File: src/rtl/matrix_pkg.sv
// Shared state encoding, row count and color-select codes for the LED matrix scanner.
package matrix_pkg;

  typedef enum logic [1:0] {
    IDLE  = 2'd0,
    BLANK = 2'd1,
    DRIVE = 2'd2
  } state_e;

  localparam int NUM_ROWS = 8;

  localparam logic [1:0] SEL_GREEN = 2'b01;
  localparam logic [1:0] SEL_RED   = 2'b10;
  localparam logic [1:0] SEL_BOTH  = 2'b11;

  function automatic logic [NUM_ROWS-1:0] row_onehot(input logic [$clog2(NUM_ROWS)-1:0] r);
    return NUM_ROWS'(1) << r;
  endfunction

endpackage

File: src/rtl/matrix_timebase.sv
// Row-period timer: a down-counter that flags the last blank cycle and the last drive cycle.
module matrix_timebase #(
  parameter int SCAN_DIV  = 4096,
  parameter int BLANK_CYC = 16
) (
  input  logic clk_i,
  input  logic rst_ni,
  input  logic clear_i,
  output logic blank_done_o,
  output logic drive_done_o
);

  localparam int CNT_W = $clog2(SCAN_DIV);
  localparam logic [CNT_W-1:0] TOP       = CNT_W'(SCAN_DIV - 1);
  localparam logic [CNT_W-1:0] BLANK_END = CNT_W'(SCAN_DIV - BLANK_CYC);

  logic [CNT_W-1:0] cnt_q, cnt_d;

  // Held at TOP while idle so the first period after start is full length.
  always_comb begin
    cnt_d = cnt_q - CNT_W'(1);
    if (clear_i || cnt_q == '0) cnt_d = TOP;
  end

  always_ff @(posedge clk_i or negedge rst_ni) begin
    if (!rst_ni) cnt_q <= TOP;
    else         cnt_q <= cnt_d;
  end

  assign blank_done_o = !clear_i && (cnt_q == BLANK_END);
  assign drive_done_o = !clear_i && (cnt_q == '0);

endmodule

File: src/rtl/matrix_scan_ctrl.sv
// Scan sequencer for the 8x8 bicolor matrix: row blanking/drive, frame counting, scroll stepping.
//   state | meaning
//   IDLE  | all pins low, waiting for start
//   BLANK | row dark, ROM addressed with (row, offset)
//   DRIVE | one row lit with the latched column byte
module matrix_scan_ctrl
  import matrix_pkg::*;
#(
  parameter int SCAN_DIV      = 4096,
  parameter int BLANK_CYC     = 16,
  parameter int SCROLL_FRAMES = 64,
  parameter int MSG_LEN       = 72
) (
  input  logic       clk_i,
  input  logic       rst_ni,
  input  logic       start_i,
  input  logic       stop_i,
  input  logic       pause_i,
  input  logic [1:0] sel_i,
  output logic [2:0] rd_row_o,
  output logic [6:0] rd_offset_o,
  input  logic [7:0] rd_data_i,
  output logic [7:0] row_o,
  output logic [7:0] column_green_o,
  output logic [7:0] column_red_o,
  output logic       busy_o,
  output logic       frame_tick_o,
  output logic       wrap_o
);

  localparam int ROW_W   = $clog2(NUM_ROWS);
  localparam int FRAME_W = (SCROLL_FRAMES > 1) ? $clog2(SCROLL_FRAMES) : 1;
  localparam logic [ROW_W-1:0]   LAST_ROW    = ROW_W'(NUM_ROWS - 1);
  localparam logic [FRAME_W-1:0] LAST_FRAME  = FRAME_W'(SCROLL_FRAMES - 1);
  localparam logic [6:0]         LAST_OFFSET = 7'(MSG_LEN - 1);

  state_e             state_q;
  logic [ROW_W-1:0]   row_idx_q;
  logic [6:0]         offset_q, offset_d;
  logic [FRAME_W-1:0] frame_q;
  logic [1:0]         sel_q;
  logic [7:0]         col_q;
  logic [7:0]         row_q, green_q, red_q;
  logic               busy_q, tick_q, wrap_q;
  logic               tb_clear, blank_done, drive_done, offset_last, frame_last;

  assign tb_clear = (state_q == IDLE);

  matrix_timebase #(
    .SCAN_DIV (SCAN_DIV),
    .BLANK_CYC(BLANK_CYC)
  ) u_timebase (
    .clk_i       (clk_i),
    .rst_ni      (rst_ni),
    .clear_i     (tb_clear),
    .blank_done_o(blank_done),
    .drive_done_o(drive_done)
  );

  assign offset_last = (offset_q == LAST_OFFSET);
  assign frame_last  = (frame_q == LAST_FRAME);
  assign offset_d    = offset_last ? 7'd0 : offset_q + 7'd1;

  always_ff @(posedge clk_i or negedge rst_ni) begin
    if (!rst_ni) begin
      state_q   <= IDLE;
      row_idx_q <= '0;
      offset_q  <= '0;
      frame_q   <= '0;
      sel_q     <= '0;
      col_q     <= '0;
      row_q     <= '0;
      green_q   <= '0;
      red_q     <= '0;
      busy_q    <= 1'b0;
      tick_q    <= 1'b0;
      wrap_q    <= 1'b0;
    end else begin
      tick_q <= 1'b0;
      wrap_q <= 1'b0;
      if (stop_i) begin
        state_q   <= IDLE;
        busy_q    <= 1'b0;
        row_idx_q <= '0;
        offset_q  <= '0;
        frame_q   <= '0;
        row_q     <= '0;
        green_q   <= '0;
        red_q     <= '0;
      end else begin
        case (state_q)
          IDLE: begin
            if (start_i) begin
              state_q   <= BLANK;
              busy_q    <= 1'b1;
              row_idx_q <= '0;
              offset_q  <= '0;
              frame_q   <= '0;
              sel_q     <= sel_i;
            end
          end
          BLANK: begin
            if (blank_done) begin
              // ROM byte is valid by now; pins take it directly so drive starts next cycle.
              state_q <= DRIVE;
              col_q   <= rd_data_i;
              row_q   <= row_onehot(row_idx_q);
              green_q <= ((sel_q & SEL_GREEN) != 2'b00) ? rd_data_i : 8'h00;
              red_q   <= ((sel_q & SEL_RED) != 2'b00) ? rd_data_i : 8'h00;
            end
          end
          DRIVE: begin
            if (drive_done) begin
              state_q <= BLANK;
              row_q   <= '0;
              green_q <= '0;
              red_q   <= '0;
              if (row_idx_q == LAST_ROW) begin
                row_idx_q <= '0;
                tick_q    <= 1'b1;
                sel_q     <= sel_i;
                if (frame_last) begin
                  frame_q <= '0;
                  if (!pause_i) begin
                    offset_q <= offset_d;
                    wrap_q   <= offset_last;
                  end
                end else begin
                  frame_q <= frame_q + FRAME_W'(1);
                end
              end else begin
                row_idx_q <= row_idx_q + ROW_W'(1);
              end
            end else begin
              green_q <= ((sel_q & SEL_GREEN) != 2'b00) ? col_q : 8'h00;
              red_q   <= ((sel_q & SEL_RED) != 2'b00) ? col_q : 8'h00;
            end
          end
          default: state_q <= IDLE;
        endcase
      end
    end
  end

  assign rd_row_o       = row_idx_q;
  assign rd_offset_o    = offset_q;
  assign row_o          = row_q;
  assign column_green_o = green_q;
  assign column_red_o   = red_q;
  assign busy_o         = busy_q;
  assign frame_tick_o   = tick_q;
  assign wrap_o         = wrap_q;

endmodule

File: config.mk
export PLATFORM = sky130hd
export DESIGN_NAME = matrix_scan_ctrl
export DESIGN_NICKNAME = d
export VERILOG_FILES = /design/src/rtl/matrix_pkg.sv /design/src/rtl/matrix_timebase.sv /design/src/rtl/matrix_scan_ctrl.sv
export SDC_FILE = /design/constraint.sdc
export NUM_CORES = 1
export LEC_CHECK = 0
export ABC_AREA = 1
export BUFFER_PORTS_ARGS = -buffer_cell sky130_fd_sc_hd__buf_4
export CORE_UTILIZATION = 42
export DETAILED_ROUTE_END_ITERATION = 8
export SKIP_CTS_REPAIR_TIMING = 1
export SLEW_MARGIN = 20
export SYNTH_ARGS = -nofsm -noshare
export SYNTH_HDL_FRONTEND = slang
export SYNTH_SLANG_ARGS = --single-unit
File: constraint.sdc
create_clock -name clk_i -period 2.3 [get_ports clk_i]
set_clock_uncertainty 0.05 [all_clocks]
set_input_delay 0.345 -clock clk_i [delete_from_list [all_inputs] [get_ports clk_i]]
set_output_delay 0.345 -clock clk_i [all_outputs]
set_load 0.03 [all_outputs]
### Word-level counts from Yosys, hierarchy flattened

Cells that the tools add are included.

| storage, ports and cells | value |
|---|---|
| bits in registers | 67 |
| output and inout bits | 37 |
| input bits | 15 |
| logic and storage cells | 112 |

| cells by class | value |
|---|---|
| reductions and logical operators | 20 |
| add/sub/neg operators | 4 |
| bitwise logic cells | 1 |
| multiplexer cells | 58 |
| shifts and indexed selects | 1 |
| eq/ne operators | 15 |

Operators with widths:

| cell | number |
|---|---|
| $mux W8 | 13 |
| $mux W7 | 7 |
| $pmux W8 S2 | 3 |
| $mux W6 | 5 |
| $ne A3 B3 Y1 const B | 6 |
| $mux W2 | 7 |
| $pmux W7 S2 | 1 |
| $mux W1 | 13 |
| $eq A12 B12 Y1 const B | 1 |
| $logic_not A12 Y1 | 1 |
| $mux W12 | 1 |
| $mux W3 | 4 |
| $pmux W6 S2 | 1 |
| $reduce_and A3 Y1 | 4 |
| $sub A12 B1 Y12 const B | 1 |
| $shl A1 B3 Y8 const A | 1 |
| $add A7 B1 Y7 const B | 1 |
| $eq A7 B7 Y1 const B | 1 |
| $add A6 B1 Y6 const B | 1 |
| $eq A6 B6 Y1 const B | 1 |
| $ne A2 B2 Y1 const B | 3 |
| $pmux W2 S3 | 1 |
| $pmux W3 S2 | 1 |
| $reduce_and A6 Y1 | 1 |
| other kinds (15) | 20 |

### Longest topological paths before layout

Gate-level depths: netlist of run 1.

| logic depth | value |
|---|---|
| depth after elaboration | 8 |
| depth in mapped cells | 10 |

### By module

Synthesis of run 1 repeated with hierarchy kept, for this count alone.

| unflattened totals | value |
|---|---|
| cell total of the unflattened synthesis | 424 |
| area, all modules | 3574.7 µm² |

By module, submodules not included:

| module | area an instance (µm²) | times used | cells an instance |
|---|---|---|---|
| matrix_scan_ctrl | 2840.2 | 1 | 338 |
| matrix_timebase | 734.5 | 1 | 86 |

### Worst setup path after synthesis of run 1

Ideal clock, no wire load.

| timing path | value |
|---|---|
| path type | register -> register |
| start | register row_idx_q[1], in the netlist rd_row_o[1] |
| end | register frame_q[4] |
| period minus slack after synthesis | 1.710 ns |
| arrival time | 1.542 ns |
| setup slack | 0.590 ns |
| cell stages (with the launch flop) | 10 |
| library setup time | 0.118 ns |
| cells stage by stage | dfrtp_1 > ha_1 > ha_1 > inv_1 > nand2_2 > nand2_1 > nand3b_4 > buf_6 > nand2_1 > o21ai_2 |

| on the way | value |
|---|---|
| cells in the longest elaborated chain, start to end | 3 |

Ends and longest elaborated chain:

| what | line | text |
|---|---|---|
| from (decl) | matrix_scan_ctrl.sv:38 | `logic [ROW_W-1:0] row_idx_q;` |
| from (signal assigned) | matrix_scan_ctrl.sv:132 | `row_idx_q <= row_idx_q + ROW_W'(1);` |
| $eq A3 B3 Y1 | matrix_scan_ctrl.sv:118 | `if (row_idx_q == LAST_ROW) begin` |
| $ne A3 B3 Y1 (no line) | - |  |
| $reduce_and A4 Y1 (no line) | - |  |
| to (signal assigned) | matrix_scan_ctrl.sv:129 | `frame_q <= frame_q + FRAME_W'(1);` |
| to (decl) | matrix_scan_ctrl.sv:40 | `logic [FRAME_W-1:0] frame_q;` |

Every way passes these cells.
A chain may end at the register's enable or synchronous reset.

### Worst setup path after layout of run 1

| timing path | value |
|---|---|
| start | register u_timebase.cnt_q[0] |
| end | register offset_q[5], in the netlist rd_offset_o[5] |

| on the way | value |
|---|---|
| cells in the longest elaborated chain, start to end | 4 |

Ends and longest elaborated chain:

| what | line | text |
|---|---|---|
| from (decl) | matrix_timebase.sv:17 | `logic [CNT_W-1:0] cnt_q, cnt_d;` |
| from (signal assigned) | matrix_timebase.sv:27 | `else cnt_q <= cnt_d;` |
| $logic_not A12 Y1 | matrix_timebase.sv:31 | `assign drive_done_o = !clear_i && (cnt_q == '0);` |
| $logic_and A1 B1 Y1 | matrix_timebase.sv:31 |  |
| $ne A3 B3 Y1 (no line) | - |  |
| $reduce_and A6 Y1 (no line) | - |  |
| to (signal assigned) | matrix_scan_ctrl.sv:125 | `offset_q <= offset_d;` |
| to (decl) | matrix_scan_ctrl.sv:39 | `logic [6:0] offset_q, offset_d;` |

Every way passes these cells.

==> results of run 1 <==
routing by layer:
layer / part of all wire (%) / up-vias / GRT usage, %
met5: 0 / - / 0
met4: 0.94 / 0 / 4.74
met3: 4.1 / 7 / 5.58
met2: 48 / 60 / 30.6
met1: 47 / 1315 / 25.1
li1: - / 1479 / -
critical path: stages, from the launching register on:
cell	delay, ns
sky130_fd_sc_hd__dfstp_2	0.53
sky130_fd_sc_hd__inv_1	0.06
sky130_fd_sc_hd__ha_1	0.23
sky130_fd_sc_hd__nand2_1	0.16
sky130_fd_sc_hd__nor2_2	0.09
sky130_fd_sc_hd__nand2_1	0.21
sky130_fd_sc_hd__nand2_1	0.13
sky130_fd_sc_hd__nand2_1	0.08
sky130_fd_sc_hd__nand2_1	0.14
sky130_fd_sc_hd__nand3_1	0.12
sky130_fd_sc_hd__nand2_1	0.06
stage by stage:
step / instance area, µm² / util, % / setup slack (ns) / hold WS [ns] / instances
after global placement: 3950 / 50.3 / 0.437 / 0.251 / 569
after CTS: 4170 / 53.1 / 0.325 / -0.135 / 585
after detailed placement: 3950 / 50.3 / 0.333 / 0.252 / 569
after global routing: 4180 / 53.2 / 0.110 / 0.193 / 586
after floorplan: 3450 / - / 0.590 / -0.000591 / 421
final: 4180 / 53.2 / 0.340 / 0.186 / 586
sequential cells by signal, summed over array words and instances, names as in the netlist, 2 cells and up:
name              cells
col_q                 8
column_green_o        8
column_red_o          8
frame_q               6
rd_offset_o           7
rd_row_o              3
row_o                 8
sel_q                 2
state_q               2
u_timebase.cnt_q     12
layout make-up:
type	instances	area (µm²)	area share (%)
tap	102	128	3.06
clock inverter	6	90.1	2.16
clock buffer	10	128	3.06
inverter	30	113	2.70
timing repair buffer	57	443	10.6
sequential	67	1690	40.5
multi-input combinational	314	1580	37.9
path summary, 6_finish.rpt:
check	endpoint	slack [ns]
setup / recovery	rd_offset_o[5]$_DFFE_PN0P_	0.34
hold / removal	busy_o$_DFFE_PN0P_	0.19
setup reg to reg	rd_offset_o[5]$_DFFE_PN0P_	0.34
hold reg to reg	u_timebase.cnt_q[0]$_DFF_PN1_	0.40
max in group asynchronous	u_timebase.cnt_q[10]$_DFF_PN1_	1.20
min in group asynchronous	sel_q[1]$_DFFE_PN0P_	0.41
cells in the final DEF (no fill, tap or decap), drive strengths merged:
| cell type | instances |
|---|---|
| nand2 | 156 |
| nand3 | 69 |
| buf | 56 |
| dfrtp | 55 |
| nor2 | 31 |
| inv | 29 |
| o21ai | 25 |
| dfstp | 12 |
| clkbuf | 10 |
| ha | 9 |
| or2 | 6 |
| xor2 | 4 |
| a21oi | 4 |
| clkinv | 4 |
| nor3 | 2 |
| bufinv | 2 |
| nand4 | 2 |
| nand3b | 2 |
| o211ai | 1 |
| nor4 | 1 |
| nor3b | 1 |
| xnor2 | 1 |
| clkinvlp | 1 |
| dlygate4sd3 | 1 |
kinds of logic after synthesis:
group                    after synthesis  synth area share [%]
AO/OA/AOI/OAI                         30                  5.30
XOR/XNOR                               5                  1.27
adder cells (fa/ha/maj)                9                  3.26
buffers and inverters                 40                  5.04
flip-flops                            67                  49.0
AND/OR/NAND/NOR                      270                  36.1
where the power goes:
group	switching [µW]	internal, µW	leakage [µW]	total, µW
combinational	238	112	0.00116	349
clock	459	612	0.000106	1070
sequential	65.1	1230	0.000888	1300
total	762	1950	0.00216	2720
==> metrics.md, run 1 <==
| Metric | Value |
|---|---|
| Average footprint of a synthesized cell | `8.19 µm²` |
| Synth top area share | `39.9%` |
| DRC violation count after routing | `0` |
| Most used DFF post-synth | `sky130_fd_sc_hd__dfrtp_1` |
| Final HPWL from detailed placement | `5.44 mm` |
| Net count after synthesis | `445` |
| Inserted Clock Buffers | `9` |
| Class of the worst hold path | `in2reg` |
| Number of inserted diodes | `0` |
| Max capacitance violation total | `0` |
| Final total power | `2720 µW` |
| Unrepaired setup endpoints after global routing | `no` |
| Number of clock sinks seen by CTS | `67` |
| Number of pins with negative max-slew slack in the final report | `0` |
| Min-Delay Path Depth | `2` |
| Post-synth cell types | `36` |
| Maximum buffer depth of the clock tree | `2` |
| Number of setup violations in the final report | `0` |
| Later-pin clock latency in the skew report | `0.35 ns` |
| Synth cell count leaders | `sky130_fd_sc_hd__nand2_1 (150), sky130_fd_sc_hd__nand3_1 (68), sky130_fd_sc_hd__dfrtp_1 (55), sky130_fd_sc_hd__inv_1 (25), sky130_fd_sc_hd__nor2_1 (25)` |
| Share of the yosys chip area belonging to registers | `49.0%` |
| Count of yosys warnings during synthesis | `0` |
| Share of final-layout standard cells stronger than drive strength 1 | `23.1%` |
| Number of synthesized flops with an enable pin | `0` |
| Final clock period utilization by the worst path | `85.2%` |
| Final hold violation count | `0` |
| Instance count of the mapped netlist | `421` |
| Fin crit period | `1.96 ns` |
| Critical path type | `reg2reg` |
| Total I/O pin count | `52` |
| Max H-tree Level | `3` |
| Core Region | `0.00785 mm²` |
| Worst R2R Path Depth | `10` |
| Library cell with the largest summed area after synthesis | `sky130_fd_sc_hd__dfrtp_1` |
| Total track usage | `19.0%` |
| Effective utilization at floorplan | `44.0%` |
| Routed Antenna Nets | `0` |
| Worst-path clk slew | `0.07 ns` |
| Worst Path Max Fanout | `7` |
| FMAX | `0.510 GHz` |
| Reg2Reg Launch Point | `u_timebase.cnt_q[0]$_DFF_PN1_` |
| Total Neg Setup Slack | `0 ns` |
| Antenna violations before repair | `0` |
| Largest net degree at the start of global routing | `40` |
| Number of nets in the finished design | `503` |
| Clock tree from TritonCTS | `done` |
| VDD IR max | `0.331 mV` |
| Status | `completed` |
| Worst Setup End Kind | `register` |
| Cell area after technology mapping | `0.00345 mm²` |
| Remaining max-slew budget at the tightest pin | `72.6%` |
| Vias post-DR | `2861` |
| Source of the critical timing path | `u_timebase.cnt_q[0]$_DFF_PN1_` |
| Kind of start point of the critical path | `register` |
| Layout filler cell count | `769` |
| Congestion Overflow GR | `0` |
| Row count | `32` |
| Most frequently used cell type in the post-synthesis netlist | `sky130_fd_sc_hd__nand2_1` |
| Routed wire length per instance | `12.5 µm` |
| Largest cells by area after synthesis | `sky130_fd_sc_hd__dfrtp_1 (40%), sky130_fd_sc_hd__nand2_1 (16%), sky130_fd_sc_hd__nand3_1 (9.9%), sky130_fd_sc_hd__dfstp_2 (9.1%), sky130_fd_sc_hd__ha_1 (3.3%)` |
| Number of storage elements in the synthesis netlist | `67` |
| Leakage power | `0.00216 µW` |
| Initial DRC Count | `152` |
| Hold Startpoint | `stop_i` |
| Final wirelength | `7.35 mm` |
| Vias per std cell | `4.88` |
| Data required time of the critical path | `2.48 ns` |
| Horiz. Die Dim | `92.6 µm` |
| Data arrival time of the critical path | `2.14 ns` |
| Number of global-route vias before repair | `2713` |
| Root buffer cell | `sky130_fd_sc_hd__clkbuf_8` |
| Worst-Margin Slew | `0.409 ns` |
| Share of synthesized flip-flops with an asynchronous set or reset | `100%` |
| Die area | `0.00858 mm²` |
| Global-route wire length before repair | `12.7 mm` |
| Area overhead of the layout relative to synthesis | `21.1%` |
| Port Buffers | `51` |
| GPL Wtd Cong | `0.836` |
| P per Cell Area | `650 mW/mm²` |
| Floorplan die height | `92.6 µm` |
| TritonRoute pass-1 iters | `4` |
No activity file was read; power rests on OpenSTA's default activity.
==> run 2: changes to the inputs <==
- SYNTH_HIERARCHICAL: not set -> 1
==> metrics.md, run 2 <==
| Metric | Value |
|---|---|
| FMAX | `0.489 GHz` |
| Worst-path clk slew | `0.08 ns` |
| Effective utilization at floorplan | `43.5%` |
| Sequential cell area | `0.00169 mm²` |
| Core Region | `0.00822 mm²` |
| Worst Path Max Fanout | `10` |
| Commonest cells after routing, fill and taps aside | `sky130_fd_sc_hd__nand2_1 (136), sky130_fd_sc_hd__buf_4 (59), sky130_fd_sc_hd__dfrtp_1 (54)` |
| Number of global-route vias before repair | `2695` |
| Global Route met3 Usage | `4.45%` |
| Number of storage elements in the synthesis netlist | `67` |
| Cell area after technology mapping | `0.00357 mm²` |
| Data required time of the critical path | `2.53 ns` |
| Combinational fraction of design power | `8.2%` |
| Max H-tree Level | `3` |
| Synth top area share | `38.5%` |
| Average footprint of a synthesized cell | `8.43 µm²` |
| Unrepaired setup endpoints after global routing | `no` |
| Library cell with the largest summed area after synthesis | `sky130_fd_sc_hd__dfrtp_1` |
| Post-synth cell types | `34` |
| Remaining max-slew budget at the tightest pin | `43.7%` |
| Global-route wire length before repair | `12.5 mm` |
| Max capacitance violation total | `0` |
| Share of the yosys chip area belonging to registers | `47.3%` |
| Layout filler cell count | `793` |
| Routed wire length per instance | `12.2 µm` |
| Instance count of the mapped netlist | `424` |
| Inserted Clock Buffers | `9` |
| Area overhead of the layout relative to synthesis | `20.1%` |
| Share of power burned in the clock network | `41.2%` |
| Horiz. Die Dim | `94.3 µm` |
| GPL Wtd Cong | `0.810` |
| Largest net degree at the start of global routing | `68` |
| Endpoint of the worst register-to-register path | `rd_offset_o[5]$_DFFE_PN0P_` |
| Floorplan die height | `94.3 µm` |
| Share of synthesized flip-flops with an asynchronous set or reset | `100%` |
| Switching power total | `624 µW` |
| Root buffer cell | `sky130_fd_sc_hd__clkbuf_8` |
| Pint | `1770 µW` |
| Met2 usage in global routing | `28.8%` |
| GR Layer Usage met1 | `24.4%` |
| Capturing instance or port of the critical path | `rd_offset_o[5]$_DFFE_PN0P_` |
| Final wirelength | `7.26 mm` |
| Clock tree from TritonCTS | `done` |
| Commonest non-fill, non-tap cell in the layout | `sky130_fd_sc_hd__nand2_1` |
| Reg2Reg Launch Point | `u_timebase/cnt_q[0]$_DFF_PN1_` |
| Count of yosys warnings during synthesis | `6` |
| Synth cell count leaders | `sky130_fd_sc_hd__nand2_1 (136), sky130_fd_sc_hd__dfrtp_1 (55), sky130_fd_sc_hd__nand3_1 (37), sky130_fd_sc_hd__nor2_1 (31), sky130_fd_sc_hd__inv_1 (29)` |
| Worst Setup End Kind | `register` |
| Most used DFF post-synth | `sky130_fd_sc_hd__dfrtp_1` |
| Leakage power | `0.00215 µW` |
| Class of the worst hold path | `in2async` |
| Total track usage | `18.1%` |
| Number of synthesized flops with an enable pin | `0` |
| Largest cells by area after synthesis | `sky130_fd_sc_hd__dfrtp_1 (39%), sky130_fd_sc_hd__nand2_1 (14%), sky130_fd_sc_hd__dfstp_2 (8.8%), sky130_fd_sc_hd__nand3_1 (5.2%), sky130_fd_sc_hd__nor2_1 (3.3%)` |
| Switching share of total power | `26.1%` |
| Flip-flop count of the largest register, all copies and words added | `12` |
| Kind of start point of the critical path | `register` |
| Fin crit period | `2.04 ns` |
| Status | `completed` |
| Initial DRC Count | `131` |
| Worst slack after detailed placement | `0.152 ns` |
| Share of final-layout standard cells stronger than drive strength 1 | `29.3%` |
| Total Neg Setup Slack | `0 ns` |
| Number of clock sinks seen by CTS | `67` |
| Number of setup violations in the final report | `0` |
| P per Cell Area | `557 mW/mm²` |
| Later-pin clock latency in the skew report | `0.34 ns` |
| Port Buffers | `51` |
| Routed Antenna Nets | `0` |
| Maximum buffer depth of the clock tree | `2` |
| Total I/O pin count | `52` |
| Critical path type | `reg2reg` |
| Most frequently used cell type in the post-synthesis netlist | `sky130_fd_sc_hd__nand2_1` |
| Antenna violations before repair | `0` |
| Sequential share of power | `50.6%` |
| TritonRoute pass-1 iters | `4` |
| Congestion Overflow GR | `0` |
| Final HPWL from detailed placement | `5.27 mm` |
| Number of nets in the finished design | `510` |
| Final hold violation count | `0` |
| Number of pins with negative max-slew slack in the final report | `0` |
| Vias post-DR | `2903` |
| DRC violation count after routing | `0` |
| Die area | `0.00888 mm²` |
| Biggest register | `u_timebase/cnt_q` |
| Net count after synthesis | `448` |
| Worst-Margin Slew | `0.845 ns` |
| GR peak layer | `met2` |
| Final core utilization | `52.2%` |
| Final clock period utilization by the worst path | `88.9%` |
| Final critical-path setup slack | `0.256 ns` |
| Data arrival time of the critical path | `2.27 ns` |
| VDD IR max | `0.341 mV` |
| Number of inserted diodes | `0` |
| Worst R2R Path Depth | `14` |
| Register-to-register setup slack | `0.26 ns` |
| Row count | `33` |
| Vias per std cell | `4.87` |
| Multi-input gate area | `0.00170 mm²` |
| Source of the critical timing path | `u_timebase/cnt_q[0]$_DFF_PN1_` |
==> run 2: critical path: stages, from the launching register on <==
cell,delay (ns)
sky130_fd_sc_hd__dfstp_2,0.38
sky130_fd_sc_hd__inv_1,0.10
sky130_fd_sc_hd__ha_2,0.23
sky130_fd_sc_hd__nand2_2,0.09
sky130_fd_sc_hd__nor2_4,0.16
sky130_fd_sc_hd__nand2_1,0.08
sky130_fd_sc_hd__nor2_2,0.17
sky130_fd_sc_hd__inv_1,0.06
sky130_fd_sc_hd__nand2_1,0.11
sky130_fd_sc_hd__nand2_1,0.06
sky130_fd_sc_hd__nand2_1,0.10
sky130_fd_sc_hd__nand2_4,0.11
sky130_fd_sc_hd__nor2_4,0.17
sky130_fd_sc_hd__nand2_1,0.07
sky130_fd_sc_hd__nand2_1,0.06
==> run 2: cell type report <==
type,count,area share (%)
clock inverters,7,1.78
flip-flops and latches,67,39.4
well taps,105,3.06
multi-input cells,315,39.5
inverters,34,3.03
clock buffers,9,2.89
repair buffers,59,10.3
==> run 2: metrics by stage <==
| stage | cells | total power [µW] | hold slack (ns) | instance area, µm² |
|---|---|---|---|---|
| after floorplan | 424 | 1350 | -0.000591 | 3570 |
| after global placement | 580 | 1430 | 0.387 | 4090 |
| after detailed placement | 580 | 1430 | 0.395 | 4090 |
| after CTS | 596 | 2430 | 0.0778 | 4290 |
| after global routing | 596 | 2510 | 0.113 | 4290 |
| final | 596 | 2390 | 0.0426 | 4290 |
==> run 2: worst min path at each step <==
stage | from | slack (ns) | cells after the start | endpoint
2_1_floorplan | rst_ni | -0.0006 | 0 | busy_o$_DFFE_PN0P_
4_1_cts | rst_ni | 0.08 | 1 | column_green_o[0]$_DFFE_PN0P_
3_5_place_dp | u_timebase/cnt_q[0]$_DFF_PN1_ | 0.40 | 1 | u_timebase/cnt_q[0]$_DFF_PN1_
6_report | rst_ni | 0.04 | 1 | column_green_o[1]$_DFFE_PN0P_
5_1_grt | rst_ni | 0.11 | 1 | column_green_o[6]$_DFFE_PN0P_
3_3_place_gp | u_timebase/cnt_q[0]$_DFF_PN1_ | 0.39 | 1 | u_timebase/cnt_q[0]$_DFF_PN1_
==> run 2: per-layer routing <==
layer,part of all wire (%),vias to the layer above
met5,0,-
met4,1.1,0
met3,3.8,9
met2,47,46
met1,48,1354
li1,-,1494
==> run 2: power groups by stage <==
stage / clock network [µW] / registers (µW) / logic, µW
6_report: 985 / 1210 / 196
4_1_cts: 1020 / 1210 / 200
5_1_grt: 1080 / 1210 / 220
3_5_place_dp: 0 / 1230 / 199
2_1_floorplan: 0 / 1240 / 117
3_3_place_gp: 0 / 1230 / 198
==> run 2: cells by family after synthesis <==
logic type                 after synthesis  share of synthesized area [%]
buffers and inverters                   42                           5.39
and+or+nand+nor                        257                           35.2
xor gates and xnor gates                 4                          0.980
adders and majority gates                9                           3.15
AOI/OAI and AO/OA                       45                           7.95
DFF                                     67                           47.3
